==> src/rtl/tc_digital_io_bank.sv <==
// tc_digital_io_bank: per-pad config, registered output path and synchronised, filtered, edge-detected input path.
module tc_digital_io_bank #(
  parameter int NumPads      = 8,
  parameter int SyncStages   = 2,
  parameter int FilterCycles = 4,
  parameter int CntWidth     = $clog2(FilterCycles + 1),
  localparam int IdxW        = NumPads > 1 ? $clog2(NumPads) : 1
) (
  input  logic                   clk_i,
  input  logic                   rst_i,
  input  logic                   cfg_we_i,
  input  logic [IdxW-1:0]        cfg_idx_i,
  input  logic [3:0]             cfg_drive_i,
  input  logic                   cfg_pu_i,
  input  logic                   cfg_pd_i,
  input  logic                   cfg_filt_en_i,
  output logic                   cfg_err_o,
  input  logic [NumPads-1:0]     core_data_i,
  input  logic [NumPads-1:0]     core_oe_i,
  output logic [NumPads-1:0]     core_data_o,
  output logic [NumPads-1:0]     core_rise_o,
  output logic [NumPads-1:0]     core_fall_o,
  output logic [NumPads-1:0]     pad_data_o,
  output logic [NumPads-1:0]     pad_oe_no,
  output logic [4*NumPads-1:0]   pad_drive_o,
  output logic [NumPads-1:0]     pad_pu_o,
  output logic [NumPads-1:0]     pad_pd_o,
  input  logic [NumPads-1:0]     pad_data_i
);
  always_ff @(posedge clk_i) begin
    if (rst_i) begin
      pad_data_o <= '0;
      pad_oe_no  <= '1;
      cfg_err_o  <= 1'b0;
    end else begin
      pad_data_o <= core_data_i;
      pad_oe_no  <= ~core_oe_i;
      cfg_err_o  <= cfg_we_i && int'(cfg_idx_i) >= NumPads;
    end
  end
  for (genvar n = 0; n < NumPads; n++) begin : g_pad
    logic [SyncStages-1:0] sync;
    logic [CntWidth-1:0]   cnt;
    logic [3:0]            drive;
    logic                  pu, pd, filt_en, f, f_d, s, wr;
    assign s  = sync[SyncStages-1];
    assign wr = cfg_we_i && cfg_idx_i == IdxW'(n);
    always_ff @(posedge clk_i) begin
      if (rst_i) begin
        sync    <= '0;
        cnt     <= '0;
        drive   <= 4'h1;
        pu      <= 1'b0;
        pd      <= 1'b0;
        filt_en <= 1'b0;
        f       <= 1'b0;
        f_d     <= 1'b0;
      end else begin
        sync <= {sync[SyncStages-2:0], pad_data_i[n]};
        f_d  <= f;
        if (!filt_en) begin
          f   <= s;
          cnt <= '0;
        end else if (s == f) begin
          cnt <= '0;
        end else if (cnt == CntWidth'(FilterCycles - 1)) begin
          f   <= s;
          cnt <= '0;
        end else begin
          cnt <= cnt + 1'b1;
        end
        // a config write restarts any count in progress; f still follows the old mode this cycle
        if (wr) begin
          drive   <= cfg_drive_i;
          pu      <= cfg_pu_i;
          pd      <= cfg_pd_i & ~cfg_pu_i;
          filt_en <= cfg_filt_en_i;
          cnt     <= '0;
        end
      end
    end
    assign pad_drive_o[4*n +: 4] = drive;
    assign pad_pu_o[n]           = pu;
    assign pad_pd_o[n]           = pd;
    assign core_data_o[n]        = f;
    assign core_rise_o[n]        = f & ~f_d;
    assign core_fall_o[n]        = ~f & f_d;
  end
endmodule

==> config.mk <==
export PLATFORM = sky130hd
export DESIGN_NAME = tc_digital_io_bank
export DESIGN_NICKNAME = d
export VERILOG_FILES = /design/src/rtl/tc_digital_io_bank.sv
export SDC_FILE = /design/constraint.sdc
export NUM_CORES = 1
export LEC_CHECK = 0
export BUFFER_PORTS_ARGS = -buffer_cell sky130_fd_sc_hd__buf_2
export CAP_MARGIN = 20
export CORE_MARGIN = 4
export CORE_UTILIZATION = 45
export CTS_BUF_LIST = sky130_fd_sc_hd__clkbuf_4 sky130_fd_sc_hd__clkbuf_8 sky130_fd_sc_hd__clkbuf_16
export DETAILED_ROUTE_END_ITERATION = 8
export GPL_TIMING_DRIVEN = 0
export HOLD_SLACK_MARGIN = 0.15
export PLACE_DENSITY = 0.74
export SETUP_SLACK_MARGIN = 0.3
export SLEW_MARGIN = 20
export SYNTH_ARGS = -nofsm -noshare
export SYNTH_HDL_FRONTEND = slang
export SYNTH_SLANG_ARGS = --single-unit
==> constraint.sdc <==
create_clock -name clk_i -period 1.1 [get_ports clk_i]
set_input_delay 0.055 -clock clk_i [delete_from_list [all_inputs] [get_ports clk_i]]
set_output_delay 0.055 -clock clk_i [all_outputs]
set_load 0.02 [all_outputs]
======== Yosys cells after proc, flatten, opt, wreduce, memory -nomap -nowiden ========
Cells that the tools add are included.
storage, ports and cells
  output and inout bits ................... 89
  RAM bits ................................ 0
  memories ................................ 0
  input bits .............................. 37
  ROM bits ................................ 0
  word-level logic and storage cells ...... 205
  bits in registers ....................... 128
  latch bits .............................. 0
cells by class
  add/subtract/negate cells ............... 8
  reductions and logical operators ........ 25
  magnitude comparators ................... 0
  multiplexer cells ....................... 24
  div/mod/pow operators ................... 0
  shifts and indexed selects .............. 0
  multipliers ............................. 0
  bitwise operators ....................... 43
  equal/unequal tests ..................... 39
operators by type and width
  cell                                                                     number
  5-bit OR reduction                                                       8
  3-bit by 2-bit equality test with 1-bit output, second input constant    10
  1-bit NOT                                                                25
  3-bit by 1-bit adder with 3-bit output, second input constant            8
  1-bit 2-to-1 mux                                                         24
  1-bit AND                                                                17
  2-bit by 1-bit inequality test with 1-bit output, second input constant  8
  2-bit inequality test, second input constant                             8
  2-bit AND reduction                                                      8
  3-bit equality test, second input constant                               4
  1-bit equality test                                                      8
  1-bit logical AND                                                        8
  8-bit NOT                                                                1
  3-bit by 1-bit equality test with 1-bit output, second input constant    1
  3-bit logical NOT                                                        1

======== Longest topological paths before layout ========
  word-level depth ........................ 4
  depth in mapped cells ................... 5
  mapped depth without buffers ............ 5

======== Worst setup path after synthesis ========
Ideal clock, no wire load.
  kind .................................... register -> register
  start ................................... reg g_pad[0].cnt[0]
  end ..................................... reg g_pad[0].f
  cell stages (with the launch flop) ...... 6
  arrival ................................. 1.007 ns
  path buffers ............................ 0
  data required time ...................... 0.972 ns
  period minus slack after synthesis ...... 1.135 ns
  slack ................................... -0.035 ns
  library setup time ...................... 0.128 ns
  cell sequence ........................... dfxtp_1 > ha_1 > ha_1 > nand2b_1 > mux2i_1 > nor2_1
on the way
  cells in the longest elaborated chain, start to end .. 3
ends and longest elaborated chain
  item                                                        line  source
  from (decl)                                                 43    logic [CntWidth-1:0] cnt;
  from (signal assigned)                                      70    cnt <= cnt + 1'b1;
  3-bit by 2-bit equality test with 1-bit output              66    end else if (cnt == CntWidth'(FilterCycles - 1)) begin
  2-bit by 1-bit inequality test with 1-bit output (no line)  n/a
  2-bit AND reduction (no line)                               n/a
  to (signal assigned)                                        62    f <= s;
  to (signal assigned)                                        67    f <= s;
  to (decl)                                                   45    logic pu, pd, filt_en, f, f_d, s, wr;
Every way passes these cells.
A chain may end at the register's enable or synchronous reset.

======== Worst setup path in the final report ========
  start ................................... reg g_pad[7].f_d
  end ..................................... out core_fall_o[7]
on the way
  cells in the longest elaborated chain, start to end .. 1
ends and longest elaborated chain
  item                    line  source
  from (decl)             45
  from (signal assigned)  57    f_d <= 1'b0;
  from (signal assigned)  60    f_d <= f;
  1-bit AND               87    assign core_fall_o[n] = ~f & f_d;
  to (decl)               22    output logic [NumPads-1:0] core_fall_o,
Every way passes these cells.

==> results.md <==
- TritonCTS clock tree: built
- Die X: 111 um
- VDD IR max: 1030 uV
- H-tree depth: 4
- Total GRT Usage: 0.228
- Row count: 37
- Clock share of power: 0.509
- Vias per inst: 5.15
- Status: finished with violations
- Wire length per cell: 19.3 um
- Largest net degree at the start of global routing: 17
- Skew-Pair Late Insertion Delay: 0.53 ns
- HPWL Detailed: 8.07 mm
- Worst clock skew: 0.00685 ns
- Fraction of layout cells with a size suffix above 1: 0.567
- Worst r2r src: g_pad[5].cnt[0]$_SDFF_PP0_
- Max_slew headroom: 0.473
- Count of final hold-check violations: 0
- Hold path depth: 4
- Setup CP Type: flip-flop to output port
- Starting DRT DRC Count: 326
- First-pass DRT Iterations: 7
- Sw Pwr: 2.70 mW
- Worst-path maximum fanout: 2
- Min-delay src: cfg_idx_i[2]
- Worst reg2reg path depth: 5
- Worst Path Arrival: 1.25 ns
- Setup crit end kind: output port
- Clock-pin slew on the worst setup and hold paths: 0.06 ns
- Post-Syn Area: 0.00481 mm^2
- Leak pwr: 3.53 nW
- Die extent in y: 111 um
- Maxcap violations: 0
- Number of global-route vias before repair: 4355
- Crit Reg-Reg Endpoint: g_pad[5].f$_SDFFE_PP0P_
- Global-route wire length before repair: 22.3 mm
- Power per cell area: 1450 mW/mm^2
- Final design utilization: 0.802
- # fillers: 555
- Sequential share of the synthesized area: 0.533
- Pint: 9.37 mW
- Max-slew violations: 0
- Setup slack, reg-to-reg: -0.14 ns
- Diode count: 0
- Final setup margin: -0.205 ns
- Clock root cell: clkbuf_8
- Actual slew at the worst max-slew pin: 0.790 ns
- Residual DRC: 0
- Routed Antenna Nets: 0
- # setup viols final: 80
- Setup TNS: -5.84 ns
- Synth Warn #: 0
- Seq cells post-synth: 128
- Distinct cell type count after synthesis: 32
- Critical Path Start Type: flip-flop
- Flop pwr share: 0.401
- DIE AREA: 0.0124 mm^2
- Req. time, crit path: 1.04 ns
- RSZ-0062 raised after global routing: true
- Initial core utilization: 0.464
- Post-Route WL: 16.3 mm
- Area delta synth->final: 73.1%
- CTS Buf Count: 17
- Vias: 4352
- Hold endpoint: g_pad[0].drive[0]$_SDFFE_PP1P_
- Switching power share of the total: 0.224
- Failing checks: negative setup slack
- CTS sink cnt: 128
- Mapped Cells: 497
- Initial antenna violation count: 0
- Fin crit share: 1.19
- Core Region: 0.0104 mm^2
- Number of I/O pins: 126
- Clk buf depth: 2
- Input/output buffers: 118
- Final min period: 1.30 ns
- Max frequency: 766 MHz
- Nets: 749
- Post-Syn Nets: 550
- Syn_area_per_cell: 9.67 um^2
- Logic pwr share: 0.090
- Total power: 12.1 mW
- Remaining global-route overflow: 0
- Place WS: -0.215 ns
- Hold Path Class: input pin to flip-flop
- RD Place Congestion: 0.821
==> per-stage QoR <==
step | cell area [um^2] | instances | hold slack, ns
floorplan | 5200 | 497 | 0.129
global placement | 5960 | 751 | 0.223
detailed placement | 5960 | 751 | 0.227
CTS | 7910 | 832 | -0.00416
global route | 8320 | 845 | 0.0198
finish | 8320 | 845 | 0.0313
==> routing by layer <==
| metal | track usage | share of wire |
|---|---|---|
| met1 | 0.262 | 0.39 |
| met2 | 0.401 | 0.53 |
| met3 | 0.0685 | 0.057 |
| met4 | 0.0843 | 0.022 |
| met5 | 0 | 0 |
==> what timing repair did <==
item                                   CTS  global route
pin swaps                                4            11
hold buffers                            32             1
resized for setup                      293            75
setup endpoints to repair              120           180
endpoints found under the hold margin   96            22
buffers inserted                        17            13
==> cells in the final DEF (no fill, tap or decap), types with 14 or more instances in the layout <==
master / synthesis / routed
a21oi_1: 33 / 33
buf_2: 10 / 37
buf_4: 28 / 34
buf_6: 0 / 115
clkbuf_16: 0 / 16
dfxtp_1: 128 / 34
dfxtp_2: 0 / 84
dlygate4sd3_1: 0 / 31
ha_4: 0 / 16
inv_1: 16 / 16
mux2i_1: 23 / 22
nand2_1: 57 / 52
nor2_1: 27 / 26
nor2b_1: 48 / 35
nor4_4: 0 / 14
==> cell type report <==
cell class | instances | area, um^2 | area share
Sequential cell | 128 | 2710 | 0.325
Multi-Input combinational cell | 292 | 2530 | 0.304
Timing Repair Buffer | 180 | 1680 | 0.202
Buffer | 61 | 531 | 0.0638
Clock buffer | 22 | 464 | 0.0558
Clock inverter | 10 | 183 | 0.0220
Tap cell | 136 | 170 | 0.0205
Inverter | 16 | 60.1 | 0.00722
==> critical path, stage by stage (launching register included) <==
cell,delay [ns]
dfxtp_1,0.37
nor2b_2,0.19
buf_4,0.16
==> how the worst max path moves through the flow <==
| stage | startpoint | endpoint | cells after the start |
|---|---|---|---|
| floorplan | g_pad[7].cnt[0]$_SDFF_PP0_ | g_pad[7].f$_SDFFE_PP0P_ | 5 |
| detailed placement | cfg_idx_i[0] | g_pad[1].cnt[0]$_SDFF_PP0_ | 6 |
| finish | g_pad[7].f_d$_SDFF_PP0_ | core_fall_o[7] | 2 |
| global route | g_pad[7].f_d$_SDFF_PP0_ | core_fall_o[7] | 2 |
| CTS | g_pad[4].f$_SDFFE_PP0P_ | core_rise_o[4] | 2 |
| global placement | cfg_idx_i[2] | g_pad[4].cnt[0]$_SDFF_PP0_ | 6 |
==> state kept, by name, indices dropped and copies added, names as in the netlist <==
signal and count:
g_pad.pd 8, g_pad.filt_en 8, g_pad.cnt 24, pad_data_o 8, g_pad.drive 32, pad_oe_no 8
g_pad.f_d 8, g_pad.f 8, g_pad.sync 16, g_pad.pu 8
==> synthesized netlist by cell type <==
library cell | instances | share of area
clkbuf_2 | 1 | 0.0010
nor4bb_1 | 3 | 0.0062
inv_1 | 16 | 0.012
dfxtp_1 | 128 | 0.53
nand4bb_1 | 3 | 0.0070
conb_1 | 1 | 0.00078
nand4b_1 | 3 | 0.0055
nor2_1 | 27 | 0.021
buf_2 | 10 | 0.010
nor4_1 | 24 | 0.031
or3b_1 | 1 | 0.0018
o21ai_0 | 6 | 0.0062
nor2b_1 | 48 | 0.062
a21oi_1 | 33 | 0.034
and4_1 | 1 | 0.0018
o21ai_2 | 1 | 0.0018
buf_4 | 28 | 0.044
ha_1 | 16 | 0.042
nand2_2 | 1 | 0.0013
mux2i_1 | 23 | 0.048
clkbuf_1 | 21 | 0.016
nor4b_4 | 1 | 0.0049
nand3b_1 | 7 | 0.011
nand2_1 | 57 | 0.045
buf_1 | 1 | 0.00078
or4b_1 | 1 | 0.0021
nand4_1 | 1 | 0.0013
nand2b_1 | 16 | 0.021
nor3_1 | 8 | 0.0083
o21ai_1 | 1 | 0.0010
nand3b_2 | 1 | 0.0023
xor2_1 | 8 | 0.015
==> kinds of logic (layout without fill, tap and decap cells) <==
family,Yosys count,count (layout),synth area share
xor+xnor,8,8,0.0146
fa+ha+maj,16,16,0.0416
buf+inv,77,289,0.0849
mux,23,23,0.0479
simple gates,203,203,0.234
flops,128,128,0.533
compound gates,41,41,0.0435
other cells,1,1,0.000780
==> power groups by stage <==
stage | registers, mW | logic (mW) | clock network (mW)
floorplan | 4.97 | 0.414 | 0
global placement | 4.91 | 0.710 | 0
detailed placement | 4.91 | 0.725 | 0
CTS | 4.83 | 0.975 | 6.16
global route | 4.85 | 1.14 | 6.41
finish | 4.84 | 1.08 | 6.15
No activity file was read; power rests on OpenSTA's default activity.
